==> config.mk <==
export PLATFORM = sky130hd
export DESIGN_NAME = rob_wb_arb_flat
export DESIGN_NICKNAME = d
export VERILOG_FILES = /design/src/rtl/rob_wb_arb_if.sv /design/src/rtl/rob_wb_arb.sv /design/src/flat_wrapper.sv
export SDC_FILE = /design/constraint.sdc
export NUM_CORES = 1
export LEC_CHECK = 0
export BUFFER_PORTS_ARGS = -buffer_cell sky130_fd_sc_hd__buf_2
export CORE_ASPECT_RATIO = 0.8
export CORE_MARGIN = 3
export CORE_UTILIZATION = 43
export CTS_CLUSTER_SIZE = 16
export DETAILED_ROUTE_END_ITERATION = 8
export PLACE_DENSITY = 0.78
export RECOVER_POWER = 25
export SLEW_MARGIN = 30
export SYNTH_ARGS = -nofsm -noshare
export SYNTH_HDL_FRONTEND = slang
export SYNTH_SLANG_ARGS = --single-unit
==> constraint.sdc <==
create_clock -name clk -period 3.25 [get_ports clk]
set_input_delay 0.325 -clock clk [delete_from_list [all_inputs] [get_ports clk]]
set_output_delay 0.325 -clock clk [all_outputs]
set_load 0.1 [all_outputs]
==> src/rtl/rob_wb_arb_if.sv <==
// rtl/rob_wb_arb_if.sv - writeback arbiter bus bundle
// Purpose: groups the execution-unit writeback handshake, the retire flush
//   and the registered ROB result port into one bundle.
// Signals:
//   wb_valid_ex   [NUM_REQ]            requester i has a result pending
//   wb_result_ex  [NUM_REQ][RESULT_W]  per-requester result payload (t_rob_result)
//   wb_ready_ex   [NUM_REQ]            one-hot grant back to the requesters
//   flush_rb1                          branch mispredict flush from retire
//   ro_valid_rb0                       registered result valid to ROB
//   ro_result_rb0 [RESULT_W]           registered result payload to ROB
// Modports: master = execution units / retire side, slave = arbiter.
interface rob_wb_arb_if #(
  parameter int NUM_REQ  = 4,
  parameter int RESULT_W = 32
);
  logic [NUM_REQ-1:0]               wb_valid_ex;
  logic [NUM_REQ-1:0][RESULT_W-1:0] wb_result_ex;
  logic [NUM_REQ-1:0]               wb_ready_ex;
  logic                             flush_rb1;
  logic                             ro_valid_rb0;
  logic [RESULT_W-1:0]              ro_result_rb0;

  modport master (
    output wb_valid_ex,
    output wb_result_ex,
    output flush_rb1,
    input  wb_ready_ex,
    input  ro_valid_rb0,
    input  ro_result_rb0
  );

  modport slave (
    input  wb_valid_ex,
    input  wb_result_ex,
    input  flush_rb1,
    output wb_ready_ex,
    output ro_valid_rb0,
    output ro_result_rb0
  );
endinterface

==> src/rtl/rob_wb_arb.sv <==
// rtl/rob_wb_arb.sv - ROB writeback arbiter with starvation, priority and round-robin tiers
// Purpose: picks one of NUM_REQ writeback requesters per cycle and registers
//   its result onto the ROB's single result port (1-cycle latency).
//   Grant order: starved requester, then PRI_MASK requester, then round-robin.
// Ports:
//   clk    in  clock
//   reset  in  asynchronous, active-high reset
//   bus    slave modport of rob_wb_arb_if (wb_valid_ex/wb_result_ex/wb_ready_ex,
//          flush_rb1, ro_valid_rb0/ro_result_rb0)
module rob_wb_arb #(
  parameter int                 NUM_REQ      = 4,
  parameter logic [NUM_REQ-1:0] PRI_MASK     = NUM_REQ'(1),
  parameter int                 STARVE_LIMIT = 8,
  parameter int                 RESULT_W     = 32
) (
  input logic         clk,
  input logic         reset,
  rob_wb_arb_if.slave bus
);
  localparam int CNT_W = $clog2(STARVE_LIMIT + 1);
  localparam int PTR_W = $clog2(NUM_REQ);
  localparam logic [CNT_W-1:0] LIMIT = CNT_W'(STARVE_LIMIT);

  logic [PTR_W-1:0]    rr_ptr_q, rr_ptr_d;
  logic [CNT_W-1:0]    wait_cnt_q [NUM_REQ];
  logic [CNT_W-1:0]    wait_cnt_d [NUM_REQ];
  logic                ro_valid_q, ro_valid_d;
  logic [RESULT_W-1:0] ro_result_q, ro_result_d;

  logic [NUM_REQ-1:0]  grant;
  logic [PTR_W-1:0]    win_idx;
  logic                win_found;
  logic [PTR_W-1:0]    rr_idx;

  // Winner selection. Each tier only looks when no earlier tier found a winner,
  // so the tier order alone gives the required precedence.
  always_comb begin : select_winner
    grant     = '0;
    win_idx   = '0;
    win_found = 1'b0;
    rr_idx    = '0;
    if (!reset && !bus.flush_rb1) begin
      for (int i = 0; i < NUM_REQ; i++) begin
        if (!win_found && bus.wb_valid_ex[i] && (wait_cnt_q[i] == LIMIT)) begin
          win_found = 1'b1;
          win_idx   = PTR_W'(i);
        end
      end
      for (int i = 0; i < NUM_REQ; i++) begin
        if (!win_found && bus.wb_valid_ex[i] && PRI_MASK[i]) begin
          win_found = 1'b1;
          win_idx   = PTR_W'(i);
        end
      end
      // Round-robin scan starting at rr_ptr and wrapping; PRI requesters are
      // excluded here since any valid one was already taken above.
      for (int k = 0; k < NUM_REQ; k++) begin
        rr_idx = PTR_W'((int'(rr_ptr_q) + k) % NUM_REQ);
        if (!win_found && bus.wb_valid_ex[rr_idx] && !PRI_MASK[rr_idx]) begin
          win_found = 1'b1;
          win_idx   = rr_idx;
        end
      end
    end
    if (win_found) begin
      grant[win_idx] = 1'b1;
    end
  end

  always_comb begin : next_state
    rr_ptr_d    = rr_ptr_q;
    ro_valid_d  = win_found;
    ro_result_d = ro_result_q;
    if (win_found) begin
      rr_ptr_d    = (int'(win_idx) == NUM_REQ - 1) ? '0 : win_idx + 1'b1;
      ro_result_d = bus.wb_result_ex[win_idx];
    end
    for (int i = 0; i < NUM_REQ; i++) begin
      wait_cnt_d[i] = wait_cnt_q[i];
      if (bus.flush_rb1 || !bus.wb_valid_ex[i] || grant[i]) begin
        wait_cnt_d[i] = '0;
      end else if (wait_cnt_q[i] != LIMIT) begin
        wait_cnt_d[i] = wait_cnt_q[i] + 1'b1;
      end
    end
  end

  always_ff @(posedge clk or posedge reset) begin
    if (reset) begin
      rr_ptr_q    <= '0;
      ro_valid_q  <= 1'b0;
      ro_result_q <= '0;
      for (int i = 0; i < NUM_REQ; i++) begin
        wait_cnt_q[i] <= '0;
      end
    end else begin
      rr_ptr_q    <= rr_ptr_d;
      ro_valid_q  <= ro_valid_d;
      ro_result_q <= ro_result_d;
      for (int i = 0; i < NUM_REQ; i++) begin
        wait_cnt_q[i] <= wait_cnt_d[i];
      end
    end
  end

  assign bus.wb_ready_ex   = grant;
  assign bus.ro_valid_rb0  = ro_valid_q;
  assign bus.ro_result_rb0 = ro_result_q;

  ap_grant_onehot: assert property (@(posedge clk) disable iff (reset)
    $onehot0(bus.wb_ready_ex));
  ap_grant_valid: assert property (@(posedge clk) disable iff (reset)
    (bus.wb_ready_ex & ~bus.wb_valid_ex) == '0);
  ap_no_flush_grant: assert property (@(posedge clk) disable iff (reset)
    bus.flush_rb1 |-> (bus.wb_ready_ex == '0));

  for (genvar g = 0; g < NUM_REQ; g++) begin : g_req_chk
    ap_payload_stable: assert property (@(posedge clk) disable iff (reset)
      (bus.wb_valid_ex[g] && !bus.wb_ready_ex[g] && !bus.flush_rb1) |=> $stable(bus.wb_result_ex[g]));
    ap_cnt_bound: assert property (@(posedge clk) disable iff (reset)
      wait_cnt_q[g] <= LIMIT);
  end
endmodule

==> src/flat_wrapper.sv <==
// flat-port wrapper written by rule: the top's interface ports become plain ports
module rob_wb_arb_flat 
#(
  parameter int                 NUM_REQ      = 4,
  parameter logic [NUM_REQ-1:0] PRI_MASK     = NUM_REQ'(1),
  parameter int                 STARVE_LIMIT = 8,
  parameter int                 RESULT_W     = 32
)
  (clk, reset, bus_wb_valid_ex, bus_wb_result_ex, bus_flush_rb1, bus_wb_ready_ex, bus_ro_valid_rb0, bus_ro_result_rb0);
  rob_wb_arb_if #(.NUM_REQ(NUM_REQ), .RESULT_W(RESULT_W)) bus_i ();
  input logic clk;
  input logic reset;
  input wire logic [$bits(bus_i.wb_valid_ex)-1:0] bus_wb_valid_ex;
  input wire logic [$bits(bus_i.wb_result_ex)-1:0] bus_wb_result_ex;
  input wire logic [$bits(bus_i.flush_rb1)-1:0] bus_flush_rb1;
  output wire logic [$bits(bus_i.wb_ready_ex)-1:0] bus_wb_ready_ex;
  output wire logic [$bits(bus_i.ro_valid_rb0)-1:0] bus_ro_valid_rb0;
  output wire logic [$bits(bus_i.ro_result_rb0)-1:0] bus_ro_result_rb0;
  assign bus_i.wb_valid_ex = bus_wb_valid_ex;
  assign bus_i.wb_result_ex = bus_wb_result_ex;
  assign bus_i.flush_rb1 = bus_flush_rb1;
  assign bus_wb_ready_ex = bus_i.wb_ready_ex;
  assign bus_ro_valid_rb0 = bus_i.ro_valid_rb0;
  assign bus_ro_result_rb0 = bus_i.ro_result_rb0;
  rob_wb_arb #(.NUM_REQ(NUM_REQ), .PRI_MASK(PRI_MASK), .STARVE_LIMIT(STARVE_LIMIT), .RESULT_W(RESULT_W)) u_core (.clk(clk), .reset(reset), .bus(bus_i));
endmodule
Yosys cells after proc, flatten, opt, wreduce, memory -nomap -nowiden
Cells that the tools add are included.
{"block": "op_classes", "addsub": 8, "order_cmp": 6, "n_eq_ne": 9, "muxes": 57, "n_reduce_logical": 48}
{"cell": "32-bit binary-select mux with 2-bit select", "n": 1}
{"cell": "4-bit two-way mux", "n": 9}
{"cell": "32-bit two-way mux", "n": 1}
{"cell": "1-bit two-way mux", "n": 28}
{"cell": "1-bit logical AND", "n": 18}
{"cell": "1-bit logical NOT", "n": 18}
{"cell": "2-bit two-way mux", "n": 9}
{"cell": "4-bit by 1-bit adder with 4-bit output (second input constant)", "n": 4}
{"cell": "1-bit binary-select mux with 2-bit select", "n": 8}
{"cell": "4-bit == test (second input constant)", "n": 4}
{"cell": "4-bit != test (second input constant)", "n": 4}
{"cell": "2-bit by 3-bit less-than comparator with 1-bit output (second input constant)", "n": 5}
{"cell": "1-bit logical OR", "n": 8}
{"cell": "2-bit nonzero test", "n": 4}
{"cell": "2-bit by 1-bit adder with 2-bit output (second input constant)", "n": 2}
{"cell": "2-bit adder (second input constant)", "n": 2}
{"cell": "1-bit demux with 2-bit select", "n": 1}
{"cell": "2-bit by 1-bit == test with 1-bit output (second input constant)", "n": 1}
{"cell": "2-bit by 1-bit >= comparator with 1-bit output (second input constant)", "n": 1}
{"block": "totals", "ff_bits": 51, "in_bits": 135, "out_inout_bits": 37, "elab_cells": 135}

Depth between registers and ports, before layout
{"block": "logic_depth", "ltp_word": 50, "mapped_depth": 15, "depth_no_buf": 11}

Worst setup path before layout
Ideal clock, no wire load.
{"block": "synth_timing", "path_type": "reg2reg", "start": "reg u_core.rr_ptr_q[0]", "end": "reg u_core.wait_cnt_q[5] in the netlist's numbering", "setup_time_ps": 78, "arrival_ps": 3882, "required_time_ps": 3172, "slack_ps": -710, "stages_incl_launch_ff": 15, "n_path_buf": 3, "synth_period_minus_slack_ps": 3960, "cell_sequence": "dfrtp_1 buf_4 inv_1 ha_1 clkbuf_2 mux4_2 or3b_1 a2111oi_2 o32ai_2 clkbuf_1 inv_1 ha_1 and2_1 or3b_1 a21oi_1"}
{"block": "synth_via", "elab_chain_len": 28, "elab_cells_between_ends": 56, "cone_classes": "3 x add/sub; 2 x order compare; 33 x mux; 18 x reduce/logical"}
{"item": "start: declaration", "line": "rob_wb_arb.sv:24", "text": "logic [PTR_W-1:0] rr_ptr_q, rr_ptr_d;"}
{"item": "start signal: assignment", "line": "rob_wb_arb.sv:97", "text": "rr_ptr_q <= rr_ptr_d;"}
{"item": "1-bit binary-select mux with 2-bit select", "line": "rob_wb_arb.sv:59", "text": "if (!win_found && bus.wb_valid_ex[rr_idx] && !PRI_MASK[rr_idx]) begin"}
{"item": "1-bit two-way mux (not written as such)", "line": "rob_wb_arb.sv:59"}
{"item": "1-bit logical AND or 1-bit logical NOT (tied branches)", "line": "rob_wb_arb.sv:59"}
{"item": "1-bit logical AND", "line": "rob_wb_arb.sv:59"}
{"item": "1-bit two-way mux", "line": "rob_wb_arb.sv:59"}
{"item": "1-bit two-way mux", "line": "rob_wb_arb.sv:42", "text": "if (!reset && !bus.flush_rb1) begin"}
{"item": "1-bit logical NOT", "line": "rob_wb_arb.sv:59"}
{"item": "1-bit logical AND (2 in series)", "line": "rob_wb_arb.sv:59"}
{"item": "[12 not listed]"}
{"item": "2-bit by 3-bit less-than comparator with 1-bit output (not written as such) or 2-bit by 1-bit >= comparator with 1-bit output (tied branches)", "line": "rob_wb_arb.sv:66", "text": "grant[win_idx] = 1'b1;"}
{"item": "1-bit logical AND (not written as such)", "line": "rob_wb_arb.sv:66"}
{"item": "1-bit two-way mux (not written as such)", "line": "rob_wb_arb.sv:66"}
{"item": "1-bit demux with 2-bit select"}
{"item": "4-bit two-way mux (*)", "line": "rob_wb_arb.sv:65", "text": "if (win_found) begin"}
{"item": "named net bus_wb_ready_ex[2]", "line": "flat_wrapper.sv:16", "text": "output wire logic [$bits(bus_i.wb_ready_ex)-1:0] bus_wb_ready_ex;"}
{"item": "1-bit logical OR (*)", "line": "rob_wb_arb.sv:80", "text": "if (bus.flush_rb1 || !bus.wb_valid_ex[i] || grant[i]) begin"}
{"item": "4-bit two-way mux or 2-bit nonzero test (tied branches)"}
{"item": "end signal: indexed assignment", "line": "rob_wb_arb.sv:101", "text": "wait_cnt_q[i] <= wait_cnt_d[i];"}
{"item": "end: declaration", "line": "rob_wb_arb.sv:25", "text": "logic [CNT_W-1:0] wait_cnt_q [NUM_REQ];"}
Mark *: on every way through the listed nets, which the timed path passes. The rest lies on a longest branch. The select of a mux whose other input is x is not followed.
A chain may end at the register's enable or synchronous reset.

Worst setup path after layout
{"block": "layout_timing", "start": "reg u_core.wait_cnt_q[4] in the netlist's numbering", "end": "out bus_wb_ready_ex[3]"}
{"block": "layout_via", "elab_chain_len": 38, "elab_cells_between_ends": 47, "cone_classes": "2 x order compare; 1 x eq/ne; 25 x mux; 19 x reduce/logical"}
{"item": "4-bit == test (*)", "line": "rob_wb_arb.sv:44", "text": "if (!win_found && bus.wb_valid_ex[i] && (wait_cnt_q[i] == LIMIT)) begin"}
{"item": "1-bit logical AND (*)", "line": "rob_wb_arb.sv:44"}
{"item": "1-bit two-way mux", "line": "rob_wb_arb.sv:44"}
{"item": "1-bit two-way mux", "line": "rob_wb_arb.sv:42"}
{"item": "1-bit logical NOT", "line": "rob_wb_arb.sv:44"}
{"item": "1-bit logical AND (2 in series)", "line": "rob_wb_arb.sv:44"}
{"item": "1-bit two-way mux", "line": "rob_wb_arb.sv:44"}
{"item": "1-bit two-way mux", "line": "rob_wb_arb.sv:42"}
{"item": "[20 not listed]"}
{"item": "1-bit logical AND (2 in series)", "line": "rob_wb_arb.sv:59"}
{"item": "2-bit two-way mux", "line": "rob_wb_arb.sv:59"}
{"item": "2-bit two-way mux", "line": "rob_wb_arb.sv:42"}
{"item": "2-bit by 3-bit less-than comparator with 1-bit output (not written as such) or 2-bit by 1-bit >= comparator with 1-bit output (tied branches)", "line": "rob_wb_arb.sv:66"}
{"item": "1-bit logical AND (not written as such)", "line": "rob_wb_arb.sv:66"}
{"item": "1-bit two-way mux (not written as such)", "line": "rob_wb_arb.sv:66"}
{"item": "1-bit demux with 2-bit select"}
{"item": "4-bit two-way mux (*)", "line": "rob_wb_arb.sv:65"}
{"item": "end: declaration", "line": "flat_wrapper.sv:16"}
Mark *: on every way between the ends. The rest lies on a longest branch, timed or not. The select of a mux whose other input is x is not followed.

==> metrics.csv <==
metric,value,unit
clkTransAtPathRegs,100,ps
die_h,87.6,um
drtAntennaViolNets,0,
clock_skew,9.10,ps
hold_buffers,0,
io_buffers,171,
sw_frac_of_total,59.2,%
fillers,645,
worstSetupPathType,flip-flop to output port,
vdd_drop_max,661,uV
grt_overflow,0,
worstMarginPinSlew,2250,ps
cp-start-kind,flip-flop,
grtUsageTotal,19.0,%
final-seq-area,0.00128,mm2
via_per_inst,5.28,
synth_area_per_cell,10.4,um2
place_area,0.00470,mm2
core,0.00802,mm2
ys_ff_latch,51,
relSlewSlack,-51.0,%
drt_iter0_markers,92,
wire_per_inst,15.0,um
vias,3329,
wl_met1,3930,um
dr_wl_met2,4740,um
synth_compound_area_share,17.9,%
cp_top_family,simple AND/OR/NAND/NOR gates,
synth_top_family_by_area,multiplexers,
slew_violations,52,
dr.pass1.iters,4,
nets,673,
critPathCaptureType,output port,
synth-edff-count,0,
io_pins,172,
finalHoldViolCount,0,
die_width,108,um
muxShareOfSynthArea,23.3,%
share_comb_of_total_power,68.8,%
die_area,0.00946,mm2
period_share,96.7,%
place.gp.congestion,0.874,
syn-num-nets,495,
cp_max_fo,5,
yosys_warnings,0,
rows,29,
grt_pass1_vias,3211,
max_stage_delay,530,ps
cts-root-buf,clkbuf_8,
ys.flop_type,dfrtp_1,
async_flop_share,100,%
worstPathArrival,2820,ps
clk_path_buf_depth,2,
cp_slowest_cell,or4b_4,
fin_util,61.9,%
internal_power,1.79,mW
max_freq,0.318,GHz
antenna_found_initial,0,
ys_seq_area_share,35.7,%
pwr-share-clk,9.0,%
power_switching,2.59,mW
syn_area,0.00358,mm2
cp.required,2920,ps
syn_to_final_growth,38.6,%
drv_cap,1,
multi_input_area,0.00228,mm2
crit_chain,inv_2 > ha_2 > and4b_2 > or4b_4 > a2111oi_4 > o32ai_4 > inv_4 > ha_4 > and2_4 > buf_12,
p_seq_share,22.1,%
cp_num_buf_inv,3,
netlist_instances,344,
final_area,0.00496,mm2
hp-class,input port to flip-flop,
period_needed,3140,ps
grt_max_degree,52,
drc,0,
met3WireLength,700,um
tritoncts,built,
synth_xor_area_share,1.96,%
grt_pass1_wl,14400,um
setup_viol,0,
start_util,44.6,%
top_layer,met4,
yosys.area_share.simple,10.1,%
synth_cell_type_count,49,
insertion_delay,310,ps
p_leak,2.39,nW
cts-buffers-inserted,5,
cts.htree.levels,2,
fin_ws,106,ps
dpl.hpwl,7060,um
status,"complete, but fails checks",
drive_above_1_share,47.8,%
synth_adder_area_share,5.59,%
power_density,884,mW/mm2
wirelength,9480,um
cts.sinks,51,
place_ws,185,ps
p_total,4.39,mW
diodes,0,
violations,"max-capacitance violations, max-slew violations",
## cells in the mapped netlist (all sizes together) (2+ instances only)
cell	number	share of area, %
or3b	5	1.2
inv	15	1.6
a211oi	2	0.42
and2	4	0.70
xor2	4	0.98
nand2	13	1.6
a21o	32	6.7
and3b	2	0.49
ha	16	5.6
xnor2	4	0.98
nand3	5	0.70
nor2b	3	0.52
o22ai	33	5.8
dfrtp	51	36
or2	2	0.35
mux2	7	2.2
mux2i	71	20
and4b	2	0.56
mux4	2	1.3
clkbuf	9	0.98
nand2b	3	0.52
nor2	19	2.0
a311oi	2	0.49
buf	13	3.0
a21oi	4	0.56
o21ai	6	1.2
## cell families (layout without fill, tap and decap cells)
logic type	after synthesis	count (layout)
AOI/OAI and AO/OA	88	88
xor gates and xnor gates	8	8
adders and majority gates	16	16
buffers and inverters	37	216
DFF	51	51
muxes	80	80
and+or+nand+nor	64	64
## power groups by stage
stage / registers [mW] / clock network, mW / logic, mW
finish: 0.971 / 0.397 / 3.02
global route: 1.01 / 0.446 / 3.15
CTS: 0.974 / 0.415 / 2.97
detailed placement: 0.980 / 0 / 2.95
global placement: 0.982 / 0 / 2.91
floorplan: 2.45 / 0 / 0.975
## repair_timing
item,CTS,global route
setup buffers,1,13
gates resized for setup,3,10
cloned,0,0
setup endpoints to repair,3,4
pin swaps,3,6
hold endpoints to repair,0,0
## registers in the layout, summed over array words and instances, names as in the netlist
name	count
u_core.bus.ro_result_rb0	32
u_core.rr_ptr_q	2
u_core.bus.ro_valid_rb0	1
u_core.wait_cnt_q	16
## through the flow
| step | hold WS (ps) | TNS [ps] | cells |
|---|---|---|---|
| floorplan | 512 | -322 | 344 |
| global placement | 454 | 0 | 609 |
| detailed placement | 460 | 0 | 609 |
| CTS | 141 | 0 | 618 |
| global route | 394 | -40.0 | 631 |
| finish | 391 | 0 | 631 |
## worst paths after layout
check                                                  start                           end  slack, ps  cells after the start
worst min-delay path                    bus_wb_result_ex[79]  u_core.bus.ro_result_rb0[15]        390                      4
worst max register to register            u_core.rr_ptr_q[0]          u_core.wait_cnt_q[0]        220                     12
worst min register to register  u_core.bus.ro_result_rb0[27]  u_core.bus.ro_result_rb0[27]        480                      1
worst max-delay path                    u_core.wait_cnt_q[4]            bus_wb_ready_ex[3]        110                     10
min in group asynchronous                              reset            u_core.rr_ptr_q[1]        610                      2
max in group asynchronous                              reset            u_core.rr_ptr_q[0]       1520                      2
## per-layer routing
layer  GRT usage [%]  vias to the layer above
met3            3.76                       10
met5               0                        -
met2            34.2                      134
met1            23.2                     1565
li1                -                     1620
met4            5.28                        0
## final cells by class
type                       instances  share of cell area, %
clock buffer                       5                   1.39
clock inverter                     3                  0.580
inverter                          15                   1.26
multi-input combinational        256                   46.0
sequential                        51                   25.8
tap                              108                   2.72
timing repair buffer             193                   22.3
## cell usage in the layout, fill, tap and decap left out, types with 4 or more instances in the layout
cell type / count
buf_2: 166
mux2i_1: 69
dfrtp_1: 50
o22ai_1: 32
a21o_1: 32
buf_4: 20
nor2_1: 19
nand2_1: 12
ha_1: 10
inv_1: 7
mux2_2: 6
buf_12: 6
o21ai_0: 5
inv_2: 5
nand3_1: 5
or3b_4: 5
clkbuf_8: 5
and2_4: 4
xnor2_1: 4
xor2_1: 4
ha_4: 4
## worst register-to-register path, stage by stage (launching register included)
cell,delay [ps]
dfrtp_2,470
buf_4,190
ha_1,220
or2_1,260
o22ai_4,270
a2111oi_4,70
o32ai_4,430
inv_4,90
ha_4,170
and2_4,140
buf_4,120
or3b_4,420
nor2_1,100
Note: power is estimated with default switching activity, not from simulation.
